<file path="src/rtl/alu_pkg.sv">
// alu_pkg: ALU control encodings shared by the decode stage and the ALU,
// RV opcode/funct constants, the immediate format select and the decoded
// control bundle.
package alu_pkg;

  typedef enum logic [2:0] {
    ALU_ADD_SUB = 3'd0,
    ALU_XOR     = 3'd1,
    ALU_OR      = 3'd2,
    ALU_AND     = 3'd3,
    ALU_SLL     = 3'd4,
    ALU_SRL_SRA = 3'd5,
    ALU_SLT     = 3'd6,
    ALU_SLTU    = 3'd7
  } alu_op_t;

  typedef enum logic [1:0] {
    SRC1_REG  = 2'd0,
    SRC1_PC   = 2'd1,
    SRC1_ZERO = 2'd2
  } alu_src1_t;

  typedef enum logic [1:0] {
    SRC2_REG  = 2'd0,
    SRC2_IMM  = 2'd1,
    SRC2_FOUR = 2'd2
  } alu_src2_t;

  // Immediate formats understood by imm_gen; SHAMT is instr[25:20] zero-extended.
  typedef enum logic [2:0] {
    IMM_NONE  = 3'd0,
    IMM_I     = 3'd1,
    IMM_S     = 3'd2,
    IMM_B     = 3'd3,
    IMM_U     = 3'd4,
    IMM_J     = 3'd5,
    IMM_SHAMT = 3'd6
  } imm_fmt_t;

  localparam logic [6:0] OPC_LUI       = 7'b0110111;
  localparam logic [6:0] OPC_AUIPC     = 7'b0010111;
  localparam logic [6:0] OPC_JAL       = 7'b1101111;
  localparam logic [6:0] OPC_JALR      = 7'b1100111;
  localparam logic [6:0] OPC_BRANCH    = 7'b1100011;
  localparam logic [6:0] OPC_LOAD      = 7'b0000011;
  localparam logic [6:0] OPC_STORE     = 7'b0100011;
  localparam logic [6:0] OPC_OP_IMM    = 7'b0010011;
  localparam logic [6:0] OPC_OP        = 7'b0110011;
  localparam logic [6:0] OPC_OP_IMM_32 = 7'b0011011;
  localparam logic [6:0] OPC_OP_32     = 7'b0111011;

  localparam logic [2:0] F3_ADD  = 3'b000;
  localparam logic [2:0] F3_SLL  = 3'b001;
  localparam logic [2:0] F3_SLT  = 3'b010;
  localparam logic [2:0] F3_SLTU = 3'b011;
  localparam logic [2:0] F3_XOR  = 3'b100;
  localparam logic [2:0] F3_SRL  = 3'b101;
  localparam logic [2:0] F3_OR   = 3'b110;
  localparam logic [2:0] F3_AND  = 3'b111;

  localparam logic [2:0] F3_BEQ  = 3'b000;
  localparam logic [2:0] F3_BNE  = 3'b001;
  localparam logic [2:0] F3_BLT  = 3'b100;
  localparam logic [2:0] F3_BGE  = 3'b101;
  localparam logic [2:0] F3_BLTU = 3'b110;
  localparam logic [2:0] F3_BGEU = 3'b111;

  localparam logic [6:0] F7_BASE = 7'b0000000;
  localparam logic [6:0] F7_ALT  = 7'b0100000;

  // Decoded control bundle (immediate and PC are carried separately).
  typedef struct packed {
    alu_op_t   alu_op;
    logic      sub_sra;
    alu_src1_t src1;
    alu_src2_t src2;
    logic [4:0] rs1;
    logic [4:0] rs2;
    logic [4:0] rd;
    logic      rd_write;
    logic      mem_read;
    logic      mem_write;
    logic      branch;
    logic      branch_invert;
    logic      jump;
    logic      illegal;
  } dec_t;

  // funct3 of OP / OP-IMM maps one-to-one onto an ALU operation.
  function automatic alu_op_t f3_to_op(input logic [2:0] f3);
    alu_op_t op;
    case (f3)
      F3_ADD:  op = ALU_ADD_SUB;
      F3_SLL:  op = ALU_SLL;
      F3_SLT:  op = ALU_SLT;
      F3_SLTU: op = ALU_SLTU;
      F3_XOR:  op = ALU_XOR;
      F3_SRL:  op = ALU_SRL_SRA;
      F3_OR:   op = ALU_OR;
      default: op = ALU_AND;
    endcase
    return op;
  endfunction

endpackage

</file>
<file path="src/rtl/imm_gen.sv">
// imm_gen: combinational immediate extraction. The opcode bits carry no
// immediate information, so only instr[31:7] is taken.
module imm_gen
  import alu_pkg::*;
(
  input  logic [31:7] i_instr,
  input  imm_fmt_t    i_fmt,
  output logic [63:0] o_imm
);

  // Assemble and sign-extend the immediate for the selected format.
  always_comb begin
    o_imm = '0;
    case (i_fmt)
      IMM_I:     o_imm = {{52{i_instr[31]}}, i_instr[31:20]};
      IMM_S:     o_imm = {{52{i_instr[31]}}, i_instr[31:25], i_instr[11:7]};
      IMM_B:     o_imm = {{51{i_instr[31]}}, i_instr[31], i_instr[7],
                          i_instr[30:25], i_instr[11:8], 1'b0};
      IMM_U:     o_imm = {{32{i_instr[31]}}, i_instr[31:12], 12'b0};
      IMM_J:     o_imm = {{43{i_instr[31]}}, i_instr[31], i_instr[19:12],
                          i_instr[20], i_instr[30:21], 1'b0};
      IMM_SHAMT: o_imm = {58'b0, i_instr[25:20]};
      default:   o_imm = '0;
    endcase
  end

endmodule

</file>
<file path="src/rtl/decode_stage.sv">
// decode_stage: registered RV64I decoder between fetch and execute.
// Single-entry output register with valid/ready on both sides; flush drops
// the held bundle and swallows any instruction offered in the same cycle.
// Optional build macro DECODE_STAGE_WORD_OPS_EN adds OP-32 / OP-IMM-32
// decoding and the word_out port; without it those opcodes are illegal.
module decode_stage
  import alu_pkg::*;
(
  input  logic        clk,
  input  logic        reset,
  input  logic        flush_in,
  input  logic        in_valid_in,
  output logic        in_ready_out,
  input  logic [31:0] instr_in,
  input  logic [63:0] pc_in,
  output logic        out_valid_out,
  input  logic        out_ready_in,
  output logic [63:0] pc_out,
  output alu_op_t     alu_op_out,
  output logic        sub_sra_out,
  output alu_src1_t   src1_out,
  output alu_src2_t   src2_out,
  output logic [63:0] imm_out,
  output logic [4:0]  rs1_out,
  output logic [4:0]  rs2_out,
  output logic [4:0]  rd_out,
  output logic        rd_write_out,
  output logic        mem_read_out,
  output logic        mem_write_out,
  output logic        branch_out,
  output logic        branch_invert_out,
  output logic        jump_out,
`ifdef DECODE_STAGE_WORD_OPS_EN
  output logic        word_out,
`endif
  output logic        illegal_out
);

  logic [6:0]  w_opcode;
  logic [2:0]  w_funct3;
  logic [6:0]  w_funct7;
  logic        w_accept;
  logic        w_ill;
  logic        w_writes;
  logic        w_word;
  imm_fmt_t    w_fmt;
  dec_t        w_dec;
  logic [63:0] w_imm;

  logic        r_valid;
  dec_t        r_dec;
  logic [63:0] r_imm;
  logic [63:0] r_pc;
  logic        r_word;

  assign w_opcode = instr_in[6:0];
  assign w_funct3 = instr_in[14:12];
  assign w_funct7 = instr_in[31:25];

  // Flush forces ready so a concurrent instruction is consumed and dropped.
  assign in_ready_out = !r_valid || out_ready_in || flush_in;
  assign w_accept     = in_valid_in && in_ready_out;

  imm_gen u_imm_gen (
    .i_instr (instr_in[31:7]),
    .i_fmt   (w_fmt),
    .o_imm   (w_imm)
  );

  // Decode the incoming word; any illegal encoding collapses to the neutral bundle.
  always_comb begin
    w_dec     = '0;
    w_dec.rs1 = instr_in[19:15];
    w_dec.rs2 = instr_in[24:20];
    w_dec.rd  = instr_in[11:7];
    w_fmt     = IMM_NONE;
    w_ill     = 1'b0;
    w_writes  = 1'b0;
    w_word    = 1'b0;
    case (w_opcode)
      OPC_LUI: begin
        w_dec.src1 = SRC1_ZERO;
        w_dec.src2 = SRC2_IMM;
        w_fmt      = IMM_U;
        w_writes   = 1'b1;
      end
      OPC_AUIPC: begin
        w_dec.src1 = SRC1_PC;
        w_dec.src2 = SRC2_IMM;
        w_fmt      = IMM_U;
        w_writes   = 1'b1;
      end
      OPC_JAL, OPC_JALR: begin
        w_dec.src1 = SRC1_PC;
        w_dec.src2 = SRC2_FOUR;
        w_dec.jump = 1'b1;
        w_fmt      = (w_opcode == OPC_JAL) ? IMM_J : IMM_I;
        w_writes   = 1'b1;
      end
      OPC_LOAD: begin
        w_dec.src2     = SRC2_IMM;
        w_dec.mem_read = 1'b1;
        w_fmt          = IMM_I;
        w_writes       = 1'b1;
      end
      OPC_STORE: begin
        w_dec.src2      = SRC2_IMM;
        w_dec.mem_write = 1'b1;
        w_fmt           = IMM_S;
      end
      OPC_BRANCH: begin
        w_dec.branch = 1'b1;
        w_fmt        = IMM_B;
        case (w_funct3)
          F3_BEQ:  begin w_dec.sub_sra = 1'b1; w_dec.branch_invert = 1'b1; end
          F3_BNE:  w_dec.sub_sra = 1'b1;
          F3_BLT:  w_dec.alu_op = ALU_SLT;
          F3_BGE:  begin w_dec.alu_op = ALU_SLT; w_dec.branch_invert = 1'b1; end
          F3_BLTU: w_dec.alu_op = ALU_SLTU;
          F3_BGEU: begin w_dec.alu_op = ALU_SLTU; w_dec.branch_invert = 1'b1; end
          default: w_ill = 1'b1;
        endcase
      end
      OPC_OP_IMM: begin
        w_dec.alu_op = f3_to_op(w_funct3);
        w_dec.src2   = SRC2_IMM;
        w_fmt        = IMM_I;
        w_writes     = 1'b1;
        if (w_funct3 == F3_SLL) begin
          w_fmt = IMM_SHAMT;
          w_ill = (instr_in[31:26] != 6'b000000);
        end else if (w_funct3 == F3_SRL) begin
          w_fmt         = IMM_SHAMT;
          w_dec.sub_sra = instr_in[30];
          w_ill         = (instr_in[31:26] != 6'b000000) && (instr_in[31:26] != 6'b010000);
        end
      end
      OPC_OP: begin
        w_dec.alu_op = f3_to_op(w_funct3);
        w_writes     = 1'b1;
        if ((w_funct3 == F3_ADD) || (w_funct3 == F3_SRL)) begin
          w_dec.sub_sra = instr_in[30];
          w_ill         = (w_funct7 != F7_BASE) && (w_funct7 != F7_ALT);
        end else begin
          w_ill = (w_funct7 != F7_BASE);
        end
      end
`ifdef DECODE_STAGE_WORD_OPS_EN
      // Only ADD/SLL/SRL(A) exist in word form; funct7 check also pins instr[25]=0 for shifts.
      OPC_OP_IMM_32: begin
        w_dec.alu_op = f3_to_op(w_funct3);
        w_dec.src2   = SRC2_IMM;
        w_writes     = 1'b1;
        w_word       = 1'b1;
        case (w_funct3)
          F3_ADD: w_fmt = IMM_I;
          F3_SLL: begin
            w_fmt = IMM_SHAMT;
            w_ill = (w_funct7 != F7_BASE);
          end
          F3_SRL: begin
            w_fmt         = IMM_SHAMT;
            w_dec.sub_sra = instr_in[30];
            w_ill         = (w_funct7 != F7_BASE) && (w_funct7 != F7_ALT);
          end
          default: w_ill = 1'b1;
        endcase
      end
      OPC_OP_32: begin
        w_dec.alu_op = f3_to_op(w_funct3);
        w_writes     = 1'b1;
        w_word       = 1'b1;
        case (w_funct3)
          F3_ADD, F3_SRL: begin
            w_dec.sub_sra = instr_in[30];
            w_ill         = (w_funct7 != F7_BASE) && (w_funct7 != F7_ALT);
          end
          F3_SLL:  w_ill = (w_funct7 != F7_BASE);
          default: w_ill = 1'b1;
        endcase
      end
`endif
      default: w_ill = 1'b1;
    endcase

    w_dec.rd_write = w_writes && (w_dec.rd != 5'd0);

    if (w_ill) begin
      w_dec         = '0;
      w_dec.rs1     = instr_in[19:15];
      w_dec.rs2     = instr_in[24:20];
      w_dec.rd      = instr_in[11:7];
      w_dec.illegal = 1'b1;
      w_fmt         = IMM_NONE;
      w_word        = 1'b0;
    end
  end

  // Output register: flush beats accept, accept beats drain.
  always_ff @(posedge clk) begin
    if (reset) begin
      r_valid <= 1'b0;
      r_dec   <= '0;
      r_imm   <= '0;
      r_pc    <= '0;
      r_word  <= 1'b0;
    end else if (flush_in) begin
      r_valid <= 1'b0;
    end else if (w_accept) begin
      r_valid <= 1'b1;
      r_dec   <= w_dec;
      r_imm   <= w_imm;
      r_pc    <= pc_in;
      r_word  <= w_word;
    end else if (out_ready_in) begin
      r_valid <= 1'b0;
    end
  end

  assign out_valid_out     = r_valid;
  assign pc_out            = r_pc;
  assign alu_op_out        = r_dec.alu_op;
  assign sub_sra_out       = r_dec.sub_sra;
  assign src1_out          = r_dec.src1;
  assign src2_out          = r_dec.src2;
  assign imm_out           = r_imm;
  assign rs1_out           = r_dec.rs1;
  assign rs2_out           = r_dec.rs2;
  assign rd_out            = r_dec.rd;
  assign rd_write_out      = r_dec.rd_write;
  assign mem_read_out      = r_dec.mem_read;
  assign mem_write_out     = r_dec.mem_write;
  assign branch_out        = r_dec.branch;
  assign branch_invert_out = r_dec.branch_invert;
  assign jump_out          = r_dec.jump;
  assign illegal_out       = r_dec.illegal;
`ifdef DECODE_STAGE_WORD_OPS_EN
  assign word_out          = r_word;
`else
  logic w_word_unused;
  assign w_word_unused = r_word;
`endif

endmodule

</file>
<file path="config.mk">
export PLATFORM = sky130hd
export DESIGN_NAME = decode_stage
export DESIGN_NICKNAME = d
export VERILOG_FILES = /design/src/rtl/alu_pkg.sv /design/src/rtl/imm_gen.sv /design/src/rtl/decode_stage.sv
export SDC_FILE = /design/constraint.sdc
export NUM_CORES = 1
export LEC_CHECK = 0
export CAP_MARGIN = 30
export CORE_ASPECT_RATIO = 0.75
export CORE_MARGIN = 1
export CORE_UTILIZATION = 40
export DETAILED_ROUTE_END_ITERATION = 10
export PLACE_DENSITY = 0.87
export SLEW_MARGIN = 20
export SYNTH_ARGS = -nofsm -noshare
export SYNTH_HDL_FRONTEND = slang
export SYNTH_SLANG_ARGS = --single-unit
</file>
<file path="constraint.sdc">
create_clock -name clk -period 2.6 [get_ports clk]
set_input_delay 0.39 -clock clk [delete_from_list [all_inputs] [get_ports clk]]
set_output_delay 0.39 -clock clk [all_outputs]
set_load 0.05 [all_outputs]
</file>
==> flow_summary.yaml, run 1 <==
setup_path:
  arrival_ns: 1.85
  crit_type: "flop to output pin"
  critPathRequiredTime_ns: 2.21
  crit_path_start_kind: "flop"
  r2r_end: "imm_out[3]$_SDFFE_PP0P_"
  r2r_setup_slack_ns: 1.07
  ff2ff_path_depth: 6
  r2r-start: "out_valid_out$_SDFFE_PP0P_"
  crit_path_end_kind: "output pin"
  critPathMaxFanout: 34
global_route:
  grt_pass1_vias: 4931
  grt_usage_pct: 24.4
  grt_max_degree: 85
  overflow: 0
  antenna_found_initial: 0
  grt_pass1_wl_mm: 25.5
placement:
  dp_hpwl_mm: 11.8
  dpl.cell_count: 1032
  port_buffers: 260
  gp_congestion: 0.883
  placed_cell_area_sq_um: 7840
synthesis:
  synth_area_sq_um: 5160
  ys_ff_latch: 126
  synth_cell_types: 45
  ys_seq_area_share_pct: 48.9
  ys.flop_type: "dfxtp_1"
  synth_edf_count: 0
  async_flop_share_pct: 0
  synth_nets: 751
  ys.warnings.count: 0
  avgSynthCellArea_sq_um: 7.94
  syn_inst: 650
finish:
  final_common_cell: "clkdlybuf4s50_1"
  stdcell_count: 1064
  nets: 986
  final_cell_mix: "258 x clkdlybuf4s50_1, 203 x nand2_1, 126 x dfxtp_1"
  drive_above_1_share_pct: 10.0
  postLayoutCellArea_sq_um: 8400
  antenna_cells: 0
  syn_to_final_growth_pct: 62.8
  fin_util_pct: 67.5
timing:
  fin_crit_sh_pct: 86.3
  hold_violations: 0
  final_max_slew_viol_count: 0
  worst_slew_pin_slew_ns: 0.773
  holdWs_ns: 0.384
  rsz0062_at_grt: "no"
  fin_skew_ns: 0.0110
  setup_violations: 0
  max_slew_margin_pct: 48.5
  fmaxAchievable_mhz: 446
  fin_crit_ns: 2.24
clocking:
  cts_sinks: 126
  cts_tree: "yes"
  cts_setup_buffers: 0
  clkTransAtPathRegs_ns: 0.06
  clkLatencyLatePin_ns: 0.41
  htreeDepth: 4
  cts_buffers: 17
  hold_buffers: 0
  clk_path_buf_depth: 2
  cts_root_buffer: "clkbuf_16"
  cts_resized: 0
detailed_routing:
  drc: 0
  route.antenna.remaining_nets: 0
  drt_first_pass_iters: 5
  wirelength_mm: 16.5
  drtIter0Drc: 234
  wl_per_cell_um: 15.5
  via_count: 5316
  vias_per_cell: 5.00
min_path:
  worstHoldPathType: "input port to flop"
  hold_end: "rs1_out[2]$_SDFFE_PP0P_"
  hold_start: "reset"
  min_path_cells: 2
floorplanning:
  coreArea_sq_um: 12400
  boundaryPins: 261
  die_y_um: 100
  initial_core_util_pct: 41.5
  std_cell_rows: 35
  fp.dieArea_sq_um: 13400
  die_w_um: 133
power_and_ir_drop:
  total_power_w: 0.00501
  ir_worst_vdd_v: 0.000436
  powerDensity_nw_per_um2: 596
  leakage_nw: 3.03
status:
  outcome: "completed"
job:
  cap_violations: 0
## report_power, final
group / switching [W] / leakage (nW) / internal [W] / total (W)
Clock: 0.000901 / 0.261 / 0.00133 / 0.00223
Sequential: 0.0000283 / 1.02 / 0.00199 / 0.00202
Combinational: 0.000443 / 1.74 / 0.000312 / 0.000755
Total: 0.00137 / 3.03 / 0.00363 / 0.00501
## final cells by class
cell class,instances,area [sq um]
well taps,166,208
clock inverters,14,134
multi-input cells,444,2210
repair buffers,294,2890
flip-flops and latches,126,2520
clock buffers,18,429
inverters,2,7.51
fillers,1019,4040
## per-stage QoR
| step | setup slack, ns | setup TNS (ns) |
|---|---|---|
| final | 0.355 | 0 |
| after global routing | 0.256 | 0 |
| after CTS | 0.331 | 0 |
| after detailed placement | -0.0453 | -0.227 |
| after global placement | 0.0130 | 0 |
| after floorplan | 0.467 | 0 |
## critical path, stage by stage (launching register included)
cell and delay, ns:
dfxtp_1 0.30, buf_4 0.27, clkdlybuf4s50_1 0.87
## routing by layer
layer	global-route usage (%)	vias up	routed length [um]
li1	-	2629	-
met1	30.3	2447	6870
met2	40.7	222	7870
met3	8.08	18	1530
met4	6.38	0	196
met5	0	-	0
## worst max path at each step
| stage | start | to | cells past startpoint | slack, ns |
|---|---|---|---|---|
| floorplan | instr_in[27] | imm_out[5]$_SDFFE_PP0P_ | 7 | 0.47 |
| global placement | instr_in[27] | imm_out[6]$_SDFFE_PP0P_ | 8 | 0.01 |
| detailed placement | instr_in[27] | imm_out[10]$_SDFFE_PP0P_ | 8 | -0.05 |
| CTS | imm_out[62]$_SDFFE_PP0P_ | imm_out[45] | 2 | 0.33 |
| global route | imm_out[62]$_SDFFE_PP0P_ | imm_out[62] | 2 | 0.26 |
| finish | imm_out[62]$_SDFFE_PP0P_ | imm_out[45] | 2 | 0.36 |
## sequential cells by signal (all words and copies together), names as in the netlist, 2 cells and up
| register | count |
|---|---|
| pc_out | 64 |
| alu_op_out | 3 |
| src1_out | 2 |
| rs1_out | 5 |
| rd_out | 5 |
| rs2_out | 5 |
| imm_out | 32 |
| src2_out | 2 |
## kinds of logic (layout without fill, tap and decap cells)
group / after synthesis / in the layout / share of synthesized area (%)
XOR/XNOR: 2 / 2 / 0.339
flip-flops: 126 / 126 / 48.9
AO/OA/AOI/OAI: 178 / 178 / 20.5
buffers and inverters: 80 / 328 / 8.73
AND/OR/NAND/NOR: 264 / 264 / 21.6
## cell usage after synthesis, types with 2 or more instances
cell / instances / area share (%)
nand2_1: 203 / 15
dfxtp_1: 126 / 49
a21oi_1: 112 / 11
clkbuf_1: 35 / 2.5
buf_4: 33 / 4.8
nor2_1: 22 / 1.6
o21ai_0: 13 / 1.3
o21ai_1: 11 / 1.1
o21ai_2: 10 / 1.7
a22oi_1: 9 / 1.3
a32oi_1: 9 / 1.5
nand2b_1: 6 / 0.73
nand3_1: 5 / 0.48
nor2b_1: 5 / 0.61
nor3_1: 5 / 0.48
buf_1: 4 / 0.29
buf_2: 3 / 0.29
buf_6: 3 / 0.65
or3_1: 3 / 0.36
a211oi_1: 2 / 0.29
a21boi_0: 2 / 0.29
a31oi_1: 2 / 0.24
and3b_1: 2 / 0.34
inv_1: 2 / 0.15
or2_2: 2 / 0.24
xor2_1: 2 / 0.34
Note: power is estimated with default switching activity, not from simulation.
==> run 2, diff against run 1 <==
- CTS_BUF_LIST: unset -> sky130_fd_sc_hd__clkbuf_4 sky130_fd_sc_hd__clkbuf_8 sky130_fd_sc_hd__clkbuf_16
==> run 2 against run 1 <==
Compared with the run above: critical path depth unchanged; combinational power about the same; design area hardly changed; largest power group unchanged; flip-flop and latch count did not move; critical endpoint unchanged; first-iteration DRC count shrank 0.85%; maximum frequency is essentially flat; power up 0.15%; sequential power about the same; clock-buffer cell count is the same.
==> flow_summary.yaml, run 2 (synthesized netlist as in run 1, its figures left out) <==
finish:
  nets: 986
  drive_above_1_share_pct: 10.1
  stdcell_count: 1064
  syn_to_final_growth_pct: 62.8
  antenna_cells: 0
  final_cell_mix: "258 x clkdlybuf4s50_1, 203 x nand2_1, 126 x dfxtp_1"
  final_common_cell: "clkdlybuf4s50_1"
  largest_reg_flops: 64
  fin_util_pct: 67.6
global_route:
  grt_usage_pct: 24.4
  grt_max_degree: 85
  grt_pass1_vias: 4914
  overflow: 0
  grt_pass1_wl_mm: 25.4
  antenna_found_initial: 0
placement:
  port_buffers: 260
  dpl.cell_count: 1032
  gp_congestion: 0.883
  dp_hpwl_mm: 11.8
setup_path:
  arrival_ns: 1.85
  critPathMaxFanout: 34
  crit_type: "flop to output pin"
  ff2ff_path_depth: 6
  crit_path_end_kind: "output pin"
  critPathRequiredTime_ns: 2.21
  crit_path_start_kind: "flop"
detailed_routing:
  met1_length_mm: 6.90
  wl_met3_mm: 1.51
  wl_per_cell_um: 15.5
  drtIter0Drc: 232
  route.met2.wl_mm: 7.90
  wirelength_mm: 16.5
  drc: 0
  topRoutingLayerUsed: "met4"
  vias_per_cell: 4.99
  drt_first_pass_iters: 4
  via_count: 5307
  route.antenna.remaining_nets: 0
floorplanning:
  fp.dieArea_sq_um: 13400
  boundaryPins: 261
  initial_core_util_pct: 41.5
  die_w_um: 133
  std_cell_rows: 35
  die_y_um: 100
  coreArea_sq_um: 12400
timing:
  fin_skew_ns: 0.0112
  max_slew_margin_pct: 48.4
  final_max_slew_viol_count: 0
  fin_crit_ns: 2.24
  setup_violations: 0
  fin_crit_sh_pct: 86.3
  hold_violations: 0
  worst_slew_pin_slew_ns: 0.774
  fmaxAchievable_mhz: 446
  rsz0062_at_grt: "no"
min_path:
  worstHoldPathType: "input port to flop"
  min_path_cells: 2
status:
  outcome: "completed"
job:
  cap_violations: 0
clocking:
  cts_buffers: 17
  hold_buffers: 0
  clkLatencyLatePin_ns: 0.41
  cts_resized: 0
  cts_sinks: 126
  cts_tree: "yes"
  cts_root_buffer: "clkbuf_16"
  clkTransAtPathRegs_ns: 0.06
  clk_path_buf_depth: 2
  htreeDepth: 4
  cts_setup_buffers: 0
power_and_ir_drop:
  leakage_nw: 3.03
  ir_worst_vdd_v: 0.000435
  powerDensity_nw_per_um2: 597
==> run 2: cell counts in the layout (fill, tap and decap cells not counted) <==
Identical to the previous run, type by type.
==> run 2: worst max-delay path, stage by stage (launching register included) <==
cell	delay, ns
dfxtp_1	0.30
buf_4	0.27
clkdlybuf4s50_1	0.87
==> run 2: final timing paths <==
check / end / from / slack [ns]
min reg2reg: imm_out[12]$_SDFFE_PP0P_ / imm_out[12]$_SDFFE_PP0P_ / 0.44
min: rs1_out[2]$_SDFFE_PP0P_ / reset / 0.39
max reg2reg: imm_out[3]$_SDFFE_PP0P_ / out_valid_out$_SDFFE_PP0P_ / 1.06
max: imm_out[45] / imm_out[62]$_SDFFE_PP0P_ / 0.36
==> run 2: per-stage QoR <==
stage	area [sq um]	hold slack (ns)	setup TNS, ns	setup WS, ns	power, W
2_1_floorplan	5160	0.526	0	0.467	0.00245
3_3_place_gp	7830	0.434	0	0.0130	0.00280
5_1_grt	8400	0.397	0	0.256	0.00520
6_report	8400	0.388	0	0.356	0.00501
3_5_place_dp	7840	0.438	-0.227	-0.0453	0.00282
4_1_cts	8400	0.382	0	0.331	0.00505
==> run 2: power breakdown <==
part,internal [W],switching (W)
registers,0.00199,0.0000283
clock network,0.00134,0.000898
logic,0.000312,0.000443
total,0.00364,0.00137
==> run 2: layout make-up <==
class,instances,area [sq um]
Clock buffer,18,433
Inverter,2,7.51
Fill cell,1022,4030
Tap cell,166,208
Timing Repair Buffer,294,2890
Clock inverter,14,134
Multi-Input combinational cell,444,2210
Sequential cell,126,2520
==> run 2: metal layers <==
metal	track usage, %	vias up
met5	0	-
met4	6.38	0
met3	8.08	16
met2	40.6	217
met1	30.3	2443
li1	-	2631
==> run 3, diff against run 2 <==
- PLACE_DENSITY: 0.87 -> 0.8
==> run 3 against run 2 <==
Compared with the run above: register-to-register slack gained 0.07 ns; utilization grew 0.55 points; die area is the same; via count grew 0.15%; final cell count shrank 0.19%; power grew 6.6%; sequential power is essentially flat; clock-buffer cell count shrank 1; hold slack gained 0.044 ns; sequential share of layout area shrank 0.24 points; critical endpoint is now imm_out[5]$_SDFFE_PP0P_.
==> flow_summary.yaml, run 3 (synthesized netlist as in run 1, its figures left out) <==
global_route:
  grt_pass1_vias: 4938
  grt_pass1_wl_mm: 25.2
  antenna_found_initial: 0
  grt_usage_pct: 24.0
  grt_max_degree: 101
  overflow: 0
finish:
  multiInputGateArea_sq_um: 2210
  final-seq-area_sq_um: 2520
  postLayoutCellArea_sq_um: 8470
  largest_reg_flops: 64
  syn_to_final_growth_pct: 64.2
  final_cell_mix: "258 x clkdlybuf4s50_1, 203 x nand2_1, 126 x dfxtp_1"
  drive_above_1_share_pct: 9.93
  n_fill_cell: 1061
  nets: 985
  fin_util_pct: 68.1
  antenna_cells: 0
  final_common_cell: "clkdlybuf4s50_1"
power_and_ir_drop:
  powerDensity_nw_per_um2: 631
  power_frac_clock_pct: 48.1
  p_switching_w: 0.00134
  power_frac_seq_pct: 37.8
  p_int_w: 0.00400
  total_power_w: 0.00534
  leakage_nw: 3.07
  ir_worst_vdd_v: 0.000487
  pwr-share-comb_pct: 14.1
  switching_share_pct: 25.1
setup_path:
  cpPeakStageDelay_ns: 0.56
  cp_cell_sequence: "clkdlybuf4s50_1, or4_4, nor3_2, o221ai_2, a311oi_4, buf_4, o2111ai_2, a21oi_2"
  crit_path_start_kind: "input port"
  cp_slowest_cell: "or4_4"
  r2r_setup_slack_ns: 1.13
  crit_type: "input port to flop"
  ff2ff_path_depth: 6
  critPathMaxFanout: 6
  arrival_ns: 2.64
  critPathRequiredTime_ns: 2.93
  r2r-start: "out_valid_out$_SDFFE_PP0P_"
  crit_path_end_kind: "flop"
  r2r_end: "imm_out[5]$_SDFFE_PP0P_"
floorplanning:
  fp.dieArea_sq_um: 13400
  coreArea_sq_um: 12400
  initial_core_util_pct: 41.5
  std_cell_rows: 35
  die_y_um: 100
  die_w_um: 133
  boundaryPins: 261
clocking:
  clkTransAtPathRegs_ns: 0.06
  htreeDepth: 4
  clkLatencyLatePin_ns: 0.40
  cts_tree: "yes"
  clk_path_buf_depth: 2
  cts_resized: 0
  cts_sinks: 126
  cts_root_buffer: "clkbuf_16"
  cts_buffers: 17
  cts_setup_buffers: 0
  hold_buffers: 0
job:
  cap_violations: 0
detailed_routing:
  drt_first_pass_iters: 5
  vias_per_cell: 5.00
  wirelength_mm: 16.5
  drtIter0Drc: 301
  wl_per_cell_um: 15.6
  via_count: 5315
  drc: 0
  route.antenna.remaining_nets: 0
timing:
  setup-tns-final_ns: 0
  fin_crit_sh_pct: 88.8
  fin_skew_ns: 0.00639
  final_max_slew_viol_count: 0
  worst_slew_pin_slew_ns: 0.605
  max_slew_margin_pct: 59.5
  fmaxAchievable_mhz: 433
  rsz0062_at_grt: "no"
  setup_violations: 0
  fin_crit_ns: 2.31
  hold_violations: 0
  layout_setup_ws_ns: 0.291
status:
  outcome: "completed"
min_path:
  hold_start: "reset"
  worstHoldPathType: "input port to flop"
  min_path_cells: 2
  hold_end: "pc_out[22]$_SDFFE_PP0P_"
placement:
  placed_cell_area_sq_um: 7830
  gp_congestion: 0.910
  port_buffers: 260
  place_ws_ns: -0.0925
  dp_hpwl_mm: 11.7
run 3: cell count changes in the layout (fill, tap and decap cells not counted):
cell / change
buf_4: -1
bufinv_16: +4
clkbuf_4: -1
clkinv_2: +1
clkinv_4: +2
clkinvlp_4: -2
inv_6: -5
run 3: worst max-delay path by stage:
stage,cells past startpoint,startpoint,endpoint,slack [ns]
5_1_grt,8,instr_in[27],imm_out[5]$_SDFFE_PP0P_,0.19
4_1_cts,8,instr_in[27],imm_out[5]$_SDFFE_PP0P_,0.31
6_report,8,instr_in[27],imm_out[5]$_SDFFE_PP0P_,0.29
3_3_place_gp,8,instr_in[27],imm_out[5]$_SDFFE_PP0P_,-0.04
3_5_place_dp,8,instr_in[27],imm_out[5]$_SDFFE_PP0P_,-0.09
2_1_floorplan,7,instr_in[27],imm_out[5]$_SDFFE_PP0P_,0.47
run 3: critical path: cells and delay by family:
kind	cells	cell delay (ns)
compound gates	4	0.81
buf+inv	2	0.68
simple gates	2	0.75
run 3: routing by layer:
layer / track usage (%) / vias up / share of wire (%)
li1: - / 2621 / -
met1: 30.9 / 2459 / 44
met2: 39.6 / 218 / 47
met3: 6.52 / 17 / 7.6
met4: 7.26 / 0 / 1.5
met5: 0 / - / 0
run 3: stage by stage:
step	cells	hold slack, ns
3_3_place_gp	1030	0.435
5_1_grt	1062	0.438
4_1_cts	1062	0.417
2_1_floorplan	650	0.526
3_5_place_dp	1031	0.441
6_report	1062	0.432
run 3: area by class of cell:
type / count / area share (%)
inverter: 2 / 0.0886
timing repair buffer: 293 / 34.1
sequential: 126 / 29.8
clock inverter: 14 / 2.57
multi-input combinational: 444 / 26.0
tap: 166 / 2.45
clock buffer: 17 / 5.02
run 3: power by group through the flow:
stage                     sequential (W)  combinational (W)  clock, W
after CTS                        0.00202           0.000754   0.00261
after detailed placement         0.00206           0.000749         0
final                            0.00202           0.000752   0.00257
after global placement           0.00206           0.000744         0
after global routing             0.00203           0.000795   0.00271
after floorplan                  0.00227           0.000180         0
